## config.mk

```make
export PLATFORM = sky130hd
export DESIGN_NAME = wr_burst_sched_flat
export DESIGN_NICKNAME = d
export VERILOG_FILES = /design/src/rtl/wr_burst_sched_if.sv /design/src/rtl/wr_burst_sched.sv /design/src/flat_wrapper.sv
export SDC_FILE = /design/constraint.sdc
export NUM_CORES = 1
export LEC_CHECK = 0
export CAP_MARGIN = 20
export CORE_MARGIN = 2
export CORE_UTILIZATION = 48
export CTS_CLUSTER_DIAMETER = 60
export DETAILED_ROUTE_END_ITERATION = 8
export HOLD_SLACK_MARGIN = 0.1
export PLACE_DENSITY = 0.77
export SETUP_SLACK_MARGIN = 0.1
export SKIP_CTS_REPAIR_TIMING = 1
export SLEW_MARGIN = 25
export SYNTH_ARGS = -nofsm -noshare
export SYNTH_HDL_FRONTEND = slang
export SYNTH_SLANG_ARGS = --single-unit
```

## constraint.sdc

```tcl
create_clock -name clk -period 2.6 [get_ports clk]
set_input_delay 0.78 -clock clk [delete_from_list [all_inputs] [get_ports clk]]
set_output_delay 0.78 -clock clk [all_outputs]
set_load 0.01 [all_outputs]
```

## src/rtl/wr_burst_sched_if.sv

```systemverilog
// wr_burst_sched_if: groups the FIFO read-side and AXI write-burst master signals of the scheduler.
interface wr_burst_sched_if #(
  parameter int FIFO_CNT_WIDTH = 10,
  parameter int ADDR_WIDTH     = 30
);
  logic                      sched_en;
  logic                      addr_clr;
  logic [FIFO_CNT_WIDTH-1:0] fifo_rd_data_count;
  logic                      fifo_empty;
  logic                      fifo_rd_en;
  logic                      wr_burst_req;
  logic [ADDR_WIDTH-1:0]     wr_burst_addr;
  logic                      wr_burst_ack;
  logic                      wr_data_ready;
  logic                      wr_data_valid;
  logic                      wr_data_last;
  logic                      wr_burst_done;
  logic                      sched_busy;
  modport master (
    input  sched_en, addr_clr, fifo_rd_data_count, fifo_empty,
           wr_burst_ack, wr_data_ready, wr_burst_done,
    output fifo_rd_en, wr_burst_req, wr_burst_addr, wr_data_valid,
           wr_data_last, sched_busy
  );
  modport slave (
    output sched_en, addr_clr, fifo_rd_data_count, fifo_empty,
           wr_burst_ack, wr_data_ready, wr_burst_done,
    input  fifo_rd_en, wr_burst_req, wr_burst_addr, wr_data_valid,
           wr_data_last, sched_busy
  );
endinterface

```

## src/rtl/wr_burst_sched.sv

```systemverilog
// wr_burst_sched: starts a fixed-length write burst once the FIFO holds a full burst,
// walks a wrapping address window and gates FIFO pops with the master's data-ready.
module wr_burst_sched #(
  parameter int FIFO_CNT_WIDTH = 10,
  parameter int BURST_LEN      = 16,
  parameter int ADDR_WIDTH     = 30,
  parameter int BEAT_BYTES     = 8,
  parameter int ADDR_BEGIN     = 0,
  parameter int ADDR_END       = 1024
) (
  input  logic               clk,
  input  logic               rst_n,
  wr_burst_sched_if.master   bus
);
  localparam int BW = BURST_LEN > 1 ? $clog2(BURST_LEN) : 1;
  localparam logic [BW-1:0] LAST_BEAT = BW'(BURST_LEN - 1);
  localparam logic [ADDR_WIDTH:0] INC = (ADDR_WIDTH+1)'(BURST_LEN * BEAT_BYTES);
  localparam logic [ADDR_WIDTH:0] END_X = (ADDR_WIDTH+1)'(ADDR_END);
  localparam logic [ADDR_WIDTH-1:0] BEGIN_A = ADDR_WIDTH'(ADDR_BEGIN);
  typedef enum logic [1:0] {IDLE, REQ, DATA, RESP} state_t;
  state_t state, state_nx;
  logic [ADDR_WIDTH-1:0] addr, addr_nx;
  logic [ADDR_WIDTH:0] addr_inc;
  logic [BW-1:0] beat_cnt, beat_nx;
  logic req, req_nx, clr_pend, clr_pend_nx;
  logic rd_en, valid, last, start;
  always_ff @(posedge clk or negedge rst_n) begin
    if (!rst_n) begin
      state    <= IDLE;
      req      <= 1'b0;
      addr     <= BEGIN_A;
      beat_cnt <= '0;
      clr_pend <= 1'b0;
    end else begin
      state    <= state_nx;
      req      <= req_nx;
      addr     <= addr_nx;
      beat_cnt <= beat_nx;
      clr_pend <= clr_pend_nx;
    end
  end
  assign addr_inc = {1'b0, addr} + INC;
  assign start = bus.sched_en && (32'(bus.fifo_rd_data_count) >= 32'(BURST_LEN));
  always_comb begin
    state_nx    = state;
    req_nx      = req;
    addr_nx     = addr;
    beat_nx     = beat_cnt;
    clr_pend_nx = clr_pend;
    rd_en       = 1'b0;
    valid       = 1'b0;
    last        = 1'b0;
    case (state)
      IDLE: begin
        addr_nx  = bus.addr_clr ? BEGIN_A : addr;
        state_nx = start ? REQ : IDLE;
        req_nx   = start;
      end
      REQ: begin
        clr_pend_nx = clr_pend || bus.addr_clr;
        if (bus.wr_burst_ack) begin
          req_nx   = 1'b0;
          beat_nx  = '0;
          state_nx = DATA;
        end
      end
      DATA: begin
        clr_pend_nx = clr_pend || bus.addr_clr;
        valid       = !bus.fifo_empty;
        rd_en       = bus.wr_data_ready && !bus.fifo_empty;
        last        = (beat_cnt == LAST_BEAT) && valid;
        if (rd_en) begin
          beat_nx  = (beat_cnt == LAST_BEAT) ? '0 : beat_cnt + BW'(1);
          state_nx = (beat_cnt == LAST_BEAT) ? RESP : DATA;
        end
      end
      RESP: begin
        clr_pend_nx = clr_pend || bus.addr_clr;
        if (bus.wr_burst_done) begin
          // a pending or coincident clear beats the normal advance
          addr_nx     = (clr_pend || bus.addr_clr || (addr_inc + INC > END_X))
                        ? BEGIN_A : addr_inc[ADDR_WIDTH-1:0];
          clr_pend_nx = 1'b0;
          state_nx    = IDLE;
        end
      end
      default: state_nx = IDLE;
    endcase
  end
  assign bus.fifo_rd_en    = rd_en;
  assign bus.wr_data_valid = valid;
  assign bus.wr_data_last  = last;
  assign bus.wr_burst_req  = req;
  assign bus.wr_burst_addr = addr;
  assign bus.sched_busy    = state != IDLE;
endmodule

```

## src/flat_wrapper.sv

```systemverilog
// flat-port wrapper written by rule: the top's interface ports become plain ports
module wr_burst_sched_flat 
#(
  parameter int FIFO_CNT_WIDTH = 10,
  parameter int BURST_LEN      = 16,
  parameter int ADDR_WIDTH     = 30,
  parameter int BEAT_BYTES     = 8,
  parameter int ADDR_BEGIN     = 0,
  parameter int ADDR_END       = 1024
)
  (clk, rst_n, bus_sched_en, bus_addr_clr, bus_fifo_rd_data_count, bus_fifo_empty, bus_wr_burst_ack, bus_wr_data_ready, bus_wr_burst_done, bus_fifo_rd_en, bus_wr_burst_req, bus_wr_burst_addr, bus_wr_data_valid, bus_wr_data_last, bus_sched_busy);
  wr_burst_sched_if #(.FIFO_CNT_WIDTH(FIFO_CNT_WIDTH), .ADDR_WIDTH(ADDR_WIDTH)) bus_i ();
  input  logic clk;
  input  logic rst_n;
  input wire logic [$bits(bus_i.sched_en)-1:0] bus_sched_en;
  input wire logic [$bits(bus_i.addr_clr)-1:0] bus_addr_clr;
  input wire logic [$bits(bus_i.fifo_rd_data_count)-1:0] bus_fifo_rd_data_count;
  input wire logic [$bits(bus_i.fifo_empty)-1:0] bus_fifo_empty;
  input wire logic [$bits(bus_i.wr_burst_ack)-1:0] bus_wr_burst_ack;
  input wire logic [$bits(bus_i.wr_data_ready)-1:0] bus_wr_data_ready;
  input wire logic [$bits(bus_i.wr_burst_done)-1:0] bus_wr_burst_done;
  output wire logic [$bits(bus_i.fifo_rd_en)-1:0] bus_fifo_rd_en;
  output wire logic [$bits(bus_i.wr_burst_req)-1:0] bus_wr_burst_req;
  output wire logic [$bits(bus_i.wr_burst_addr)-1:0] bus_wr_burst_addr;
  output wire logic [$bits(bus_i.wr_data_valid)-1:0] bus_wr_data_valid;
  output wire logic [$bits(bus_i.wr_data_last)-1:0] bus_wr_data_last;
  output wire logic [$bits(bus_i.sched_busy)-1:0] bus_sched_busy;
  assign bus_i.sched_en = bus_sched_en;
  assign bus_i.addr_clr = bus_addr_clr;
  assign bus_i.fifo_rd_data_count = bus_fifo_rd_data_count;
  assign bus_i.fifo_empty = bus_fifo_empty;
  assign bus_i.wr_burst_ack = bus_wr_burst_ack;
  assign bus_i.wr_data_ready = bus_wr_data_ready;
  assign bus_i.wr_burst_done = bus_wr_burst_done;
  assign bus_fifo_rd_en = bus_i.fifo_rd_en;
  assign bus_wr_burst_req = bus_i.wr_burst_req;
  assign bus_wr_burst_addr = bus_i.wr_burst_addr;
  assign bus_wr_data_valid = bus_i.wr_data_valid;
  assign bus_wr_data_last = bus_i.wr_data_last;
  assign bus_sched_busy = bus_i.sched_busy;
  wr_burst_sched #(.FIFO_CNT_WIDTH(FIFO_CNT_WIDTH), .BURST_LEN(BURST_LEN), .ADDR_WIDTH(ADDR_WIDTH), .BEAT_BYTES(BEAT_BYTES), .ADDR_BEGIN(ADDR_BEGIN), .ADDR_END(ADDR_END)) u_core (.clk(clk), .rst_n(rst_n), .bus(bus_i));
endmodule
```

# --- After elaboration in Yosys (flattened, before gate mapping) ---
# Index checks and enable logic that the tools add are counted.
word_totals:
  n_memories: 0
  ramBits: 0
  register_bits: 38
  latchBits: 0
  inputBits: 18
  word_cells: 56
  romBits: 0
op_classes:
  mul: 0
  addsub: 3
  eq_ne: 8
  bitwise: 0
  muxes: 21
  n_lt_le_gt_ge: 2
  div: 0
  n_reduce_logical: 17
  shift: 0
op_table:
  columns: ["cell", "n"]
  rows:
  - ["30-bit two-way mux", 3]
  - ["30-bit case mux with 2 select lines", 1]
  - ["30-bit by 8-bit adder with 31-bit output (second input constant)", 1]
  - ["31-bit by 8-bit adder with 31-bit output (second input constant)", 1]
  - ["31-bit by 11-bit > comparator with 1-bit output (second input constant)", 1]
  - ["4-bit two-way mux", 3]
  - ["10-bit by 5-bit greater-or-equal comparator with 1-bit output (second input constant)", 1]
  - ["2-bit nonzero test", 5]
  - ["3-bit AND reduction", 3]
  - ["2-bit case mux with 4 select lines", 1]
  - ["4-bit case mux with 2 select lines", 1]
  - ["1-bit two-way mux", 7]
  - ["2-bit two-way mux", 3]
  - ["2-bit inequality test (second input constant)", 3]
  - ["4-bit by 1-bit adder with 4-bit output (second input constant)", 1]
  - ["2-bit == test (second input constant)", 2]
  - ["4-bit == test (second input constant)", 1]
  - ["1-bit case mux with 2 select lines", 2]
  - ["1-bit logical AND", 3]
  - ["2-bit by 1-bit == test with 1-bit output (second input constant)", 1]
  - ["2-bit logical NOT", 1]
  - ["1-bit logical OR", 2]
  - ["2-bit by 1-bit inequality test with 1-bit output (second input constant)", 1]
  - ["2-bit AND reduction", 1]
  - ["other kinds (2)", 2]

# --- Logic depth before layout (Yosys ltp) ---
logic_depth:
  depth_word: 7
  depth_mapped: 12

# --- Worst setup path before layout ---
# No wires, ideal clock.
synth_path:
  path_type: "register -> register"
  start: "reg u_core.addr[7], in the netlist u_core.bus.wr_burst_addr[7]"
  end: "reg u_core.addr[11], in the netlist u_core.bus.wr_burst_addr[11]"
  t_arrival_ns: 2.812
  stages_incl_launch_ff: 13
  setup_slack_ns: -0.290
  path_buffers: 1
  synth_period_minus_slack_ns: 2.890
  setup_ns: 0.078
  required_time_ns: 2.522
  path_cell_list: "dfrtp_1 buf_2 inv_1 ha_1 nor3b_2 o21a_1 o211ai_1 nor4b_2 mux2i_1 a21oi_1 nor4_4 nand3_1 a21boi_1"
synth_via:
  elab_chain_len: 7
synth_lines:
  columns: ["item", "line_no", "text"]
  rows:
  - ["start: declaration", "wr_burst_sched.sv:22", "logic [ADDR_WIDTH-1:0] addr, addr_nx;"]
  - ["start signal: assignment", "wr_burst_sched.sv:37", "addr <= addr_nx;"]
  - ["30-bit by 8-bit adder with 31-bit output *", "wr_burst_sched.sv:42", "assign addr_inc = {1'b0, addr} + INC;"]
  - ["31-bit by 8-bit adder with 31-bit output", "wr_burst_sched.sv:81", "addr_nx = (clr_pend || bus.addr_clr || (addr_inc + INC > END_X))"]
  - ["31-bit by 11-bit > comparator with 1-bit output", "wr_burst_sched.sv:81", null]
  - ["1-bit logical OR", "wr_burst_sched.sv:81", null]
  - ["30-bit two-way mux *", "wr_burst_sched.sv:82", "? BEGIN_A : addr_inc[ADDR_WIDTH-1:0];"]
  - ["30-bit two-way mux *", "wr_burst_sched.sv:79", "if (bus.wr_burst_done) begin"]
  - ["30-bit case mux with 2 select lines *", "wr_burst_sched.sv:53", "case (state)"]
# Every way passes the cells marked *; elsewhere a longest branch is shown, timed or not. The select of a mux whose other input is x is not followed.
# A chain may end at the register's enable or synchronous reset.

# --- Worst setup path in the final report ---
layout_path:
  start: "reg u_core.addr[8], in the netlist u_core.bus.wr_burst_addr[8]"
  end: "reg u_core.addr[10], in the netlist u_core.bus.wr_burst_addr[10]"
# The elaborated chain is that of the path after synthesis.

==> run metrics <==
post-synthesis compound-gate area fraction=a little over a fifth; Syn Area/Cell=around 8 sq um; Final WS setup=-439.4 ps; # diodes=0; WL final=9234 um; Switch Pwr=0.0005062 W; sw frac=between 30% and 40%; CTS root buf=clkbuf_8; Syn Inst Count=approximately 360; initial antenna violation count=0; FP Rows=28; Via density=5.889; Overall Global Routing Usage=27.66%; Comb power frac=34.7%; r2r worst-path depth=13; Synth Flop Type=dfrtp_1; Final Cycle Share=116.9%; H-tree Lvls=2; crit-path leading delay family=simple AND/OR/NAND/NOR gates; clock sinks=31; R2R Path Start=u_core.bus.wr_burst_addr[8]; Max-Cap Viols=0; EDFF count, synth=0; cell at the slowest stage of the critical path=dfrtp_2; post-route minimum period=3039 ps; Final Setup Violations=5; most used cell, CP=buf_4; Fmax=329.0 MHz; CTS tree=yes; Req. time, crit path=2810 ps; HPWL after DPL=between 6000 and 7000 um; design area=4377 sq um; Leak Pwr=1.886 nW; Synth Cell Area=2930 sq um; maximum VDD drop=about 460 uV; main combinational cell family by area after synthesis=simple AND/OR/NAND/NOR gates; top cells by area, synth=dfrtp_1, nand2_1, nor2b_1; Worst R2R End=u_core.bus.wr_burst_addr[10]; Slew Limit Fails=0; GRT Residual Overflow=0; final hold violation count=0; Buffers on Ports=slightly above 40; mux contribution to synthesized area=2.092%; Buf/Inv on CP=3; yosys warns=0; clock skew=8.634 ps; Area after DPL=4049 sq um; worst endpoint data arrival time=3250 ps; Hold Path Depth=1; DR vias=3298; status=complete, but fails checks; hold endpoint=u_core.beat_cnt[3]; internal power=around 0.00097 W; initial core utilization=49.49%; Synth top cells by count=dfrtp_1, nand2_1, nor2_1, o21ai_0, nand3_1; P&R area growth vs syn=49.36%; register area share after synthesis=26.47%; worst setup path category=reg2reg; Synth Area in Simple Gates=35.27%; post-synth top area share=26.47%; drt drc=0; cell taking the most area after synthesis=dfrtp_1; sequential power share=38.3%; CP Capture Type=flop; core area=5921 sq um; Die Area=slightly below 7000 sq um; startpoint types=flop; Die Span Y=82.14 um; FF+latch count, synth=31; # nets final=510; Power Density=337.6 nW/um^2; Unique masters post-synth=a little under 70; min-delay src=u_core.beat_cnt[3]; Util after Layout=73.92%; RePlAce Congestion=around 1.0; critical path cell sequence=ha_4 -> nand3b_1 -> buf_4 -> o32ai_4 -> o211ai_1 -> nor4b_4 -> buf_4 -> mux2i_4 -> a21oi_2 -> nor4_4 -> buf_6 -> nand3_2 -> a21boi_1; Clock power frac=26.9%; failing checks=negative setup slack; DR WL/cell=between 15 and 20 um; Overall Power=0.001478 W; worst reg-to-reg setup slack=-440 ps; Worst Hold Class=reg2reg; Die X=82.14 um; setup TNS=-1915 ps; DRT iter0 DRCs=222; first-pass GRT wire length=14350 um; Max stage delay on crit path=about 430 ps; clock buffer depth=2; async set-reset flop share out of synthesis=100.0%; Worst-path clk slew=70 ps; number of nets with antenna violations after routing=0; largest net degree at the start of global routing=32; share of layout cells above drive strength 1=roughly a third; clock latency on the worst-skew pair=290 ps; XOR/XNOR Fraction of Synth Area=roughly 3.9%; RSZ-0062 raised after global routing=true; drt pass-1 iters=6; Adder-Cell Fraction of Synth Area=3.416%; worst-path maximum fanout=5; num ports=53; vias in the first global route=3000; CTS Buf Count=5
-- cell families (layout without fill, tap and decap cells) --
family	count (synthesis)	count (layout)
muxes	6	6
xor gates and xnor gates	13	13
buffers and inverters	45	165
DFF	31	31
and+or+nand+nor	168	168
other	1	7
adders and majority gates	8	8
AOI/OAI and AO/OA	87	87
-- state kept, by name, indices dropped and copies added, names as in the netlist --
name                      count
u_core.clr_pend               1
u_core.bus.wr_burst_req       1
u_core.bus.wr_burst_addr     23
u_core.state                  2
u_core.beat_cnt               4
-- placed cells by master, fill, tap and decap left out, types with 5 or more instances in the layout --
cell,n
nor4_1,9
clkbuf_8,6
conb_1,7
nand2_1,30
nand2b_1,7
a21o_1,5
a31oi_1,8
buf_4,99
nor2b_1,16
ha_1,5
clkdlybuf4s50_1,36
nand4_1,10
a21oi_1,14
xnor2_1,8
inv_1,11
dfrtp_1,29
and3_1,6
nand3_1,17
nor4_2,6
nor3_1,8
nor2_1,19
o21ai_0,19
-- cell type report --
class | instances | area, sq um
Inverter | 13 | 51.30
Fill cell | 432 | 1544
Multi-Input combinational cell | 289 | 2150
Clock inverter | 1 | 5.005
Sequential cell | 31 | 778.2
Tap cell | 75 | 93.84
Timing Repair Buffer | 144 | 1212
Clock buffer | 7 | 86.33
-- metal layers --
metal	share of wire (%)	global-route usage (%)	wire, um
met2	49	45.85	4539
met5	0	0	0
met3	6.9	5.217	636
met4	2.6	9.000	240
met1	41	36.31	3817
-- through the flow --
step	worst slack [ps]	hold WS [ps]	instances
5_1_grt	-526.1	531.0	560
2_1_floorplan	-45.44	458.6	365
3_5_place_dp	-391.1	496.5	540
3_3_place_gp	-298.9	486.2	540
4_1_cts	-430.1	511.4	548
6_report	-439.4	513.4	560
-- worst max path at each step --
stage	start	endpoint	slack, ps	cells after the start
global route	u_core.bus.wr_burst_addr[8]	u_core.bus.wr_burst_addr[10]	-530	13
global placement	u_core.bus.wr_burst_addr[8]	u_core.bus.wr_burst_addr[8]	-300	11
detailed placement	u_core.bus.wr_burst_addr[8]	u_core.bus.wr_burst_addr[10]	-390	11
floorplan	u_core.bus.wr_burst_addr[7]	u_core.bus.wr_burst_addr[10]	-50	12
finish	u_core.bus.wr_burst_addr[8]	u_core.bus.wr_burst_addr[10]	-440	13
CTS	u_core.bus.wr_burst_addr[7]	u_core.bus.wr_burst_addr[10]	-430	11
-- power groups by stage --
stage / clock network [W] / registers [W] / logic (W)
after floorplan: 0 / 0.000571 / 0.000281
after global placement: 0 / 0.000570 / 0.000455
after detailed placement: 0 / 0.000574 / 0.000475
after CTS: 0.000406 / 0.000566 / 0.000477
after global routing: 0.000426 / 0.000573 / 0.000561
final: 0.000398 / 0.000566 / 0.000513
No activity file was read; power rests on OpenSTA's default activity.
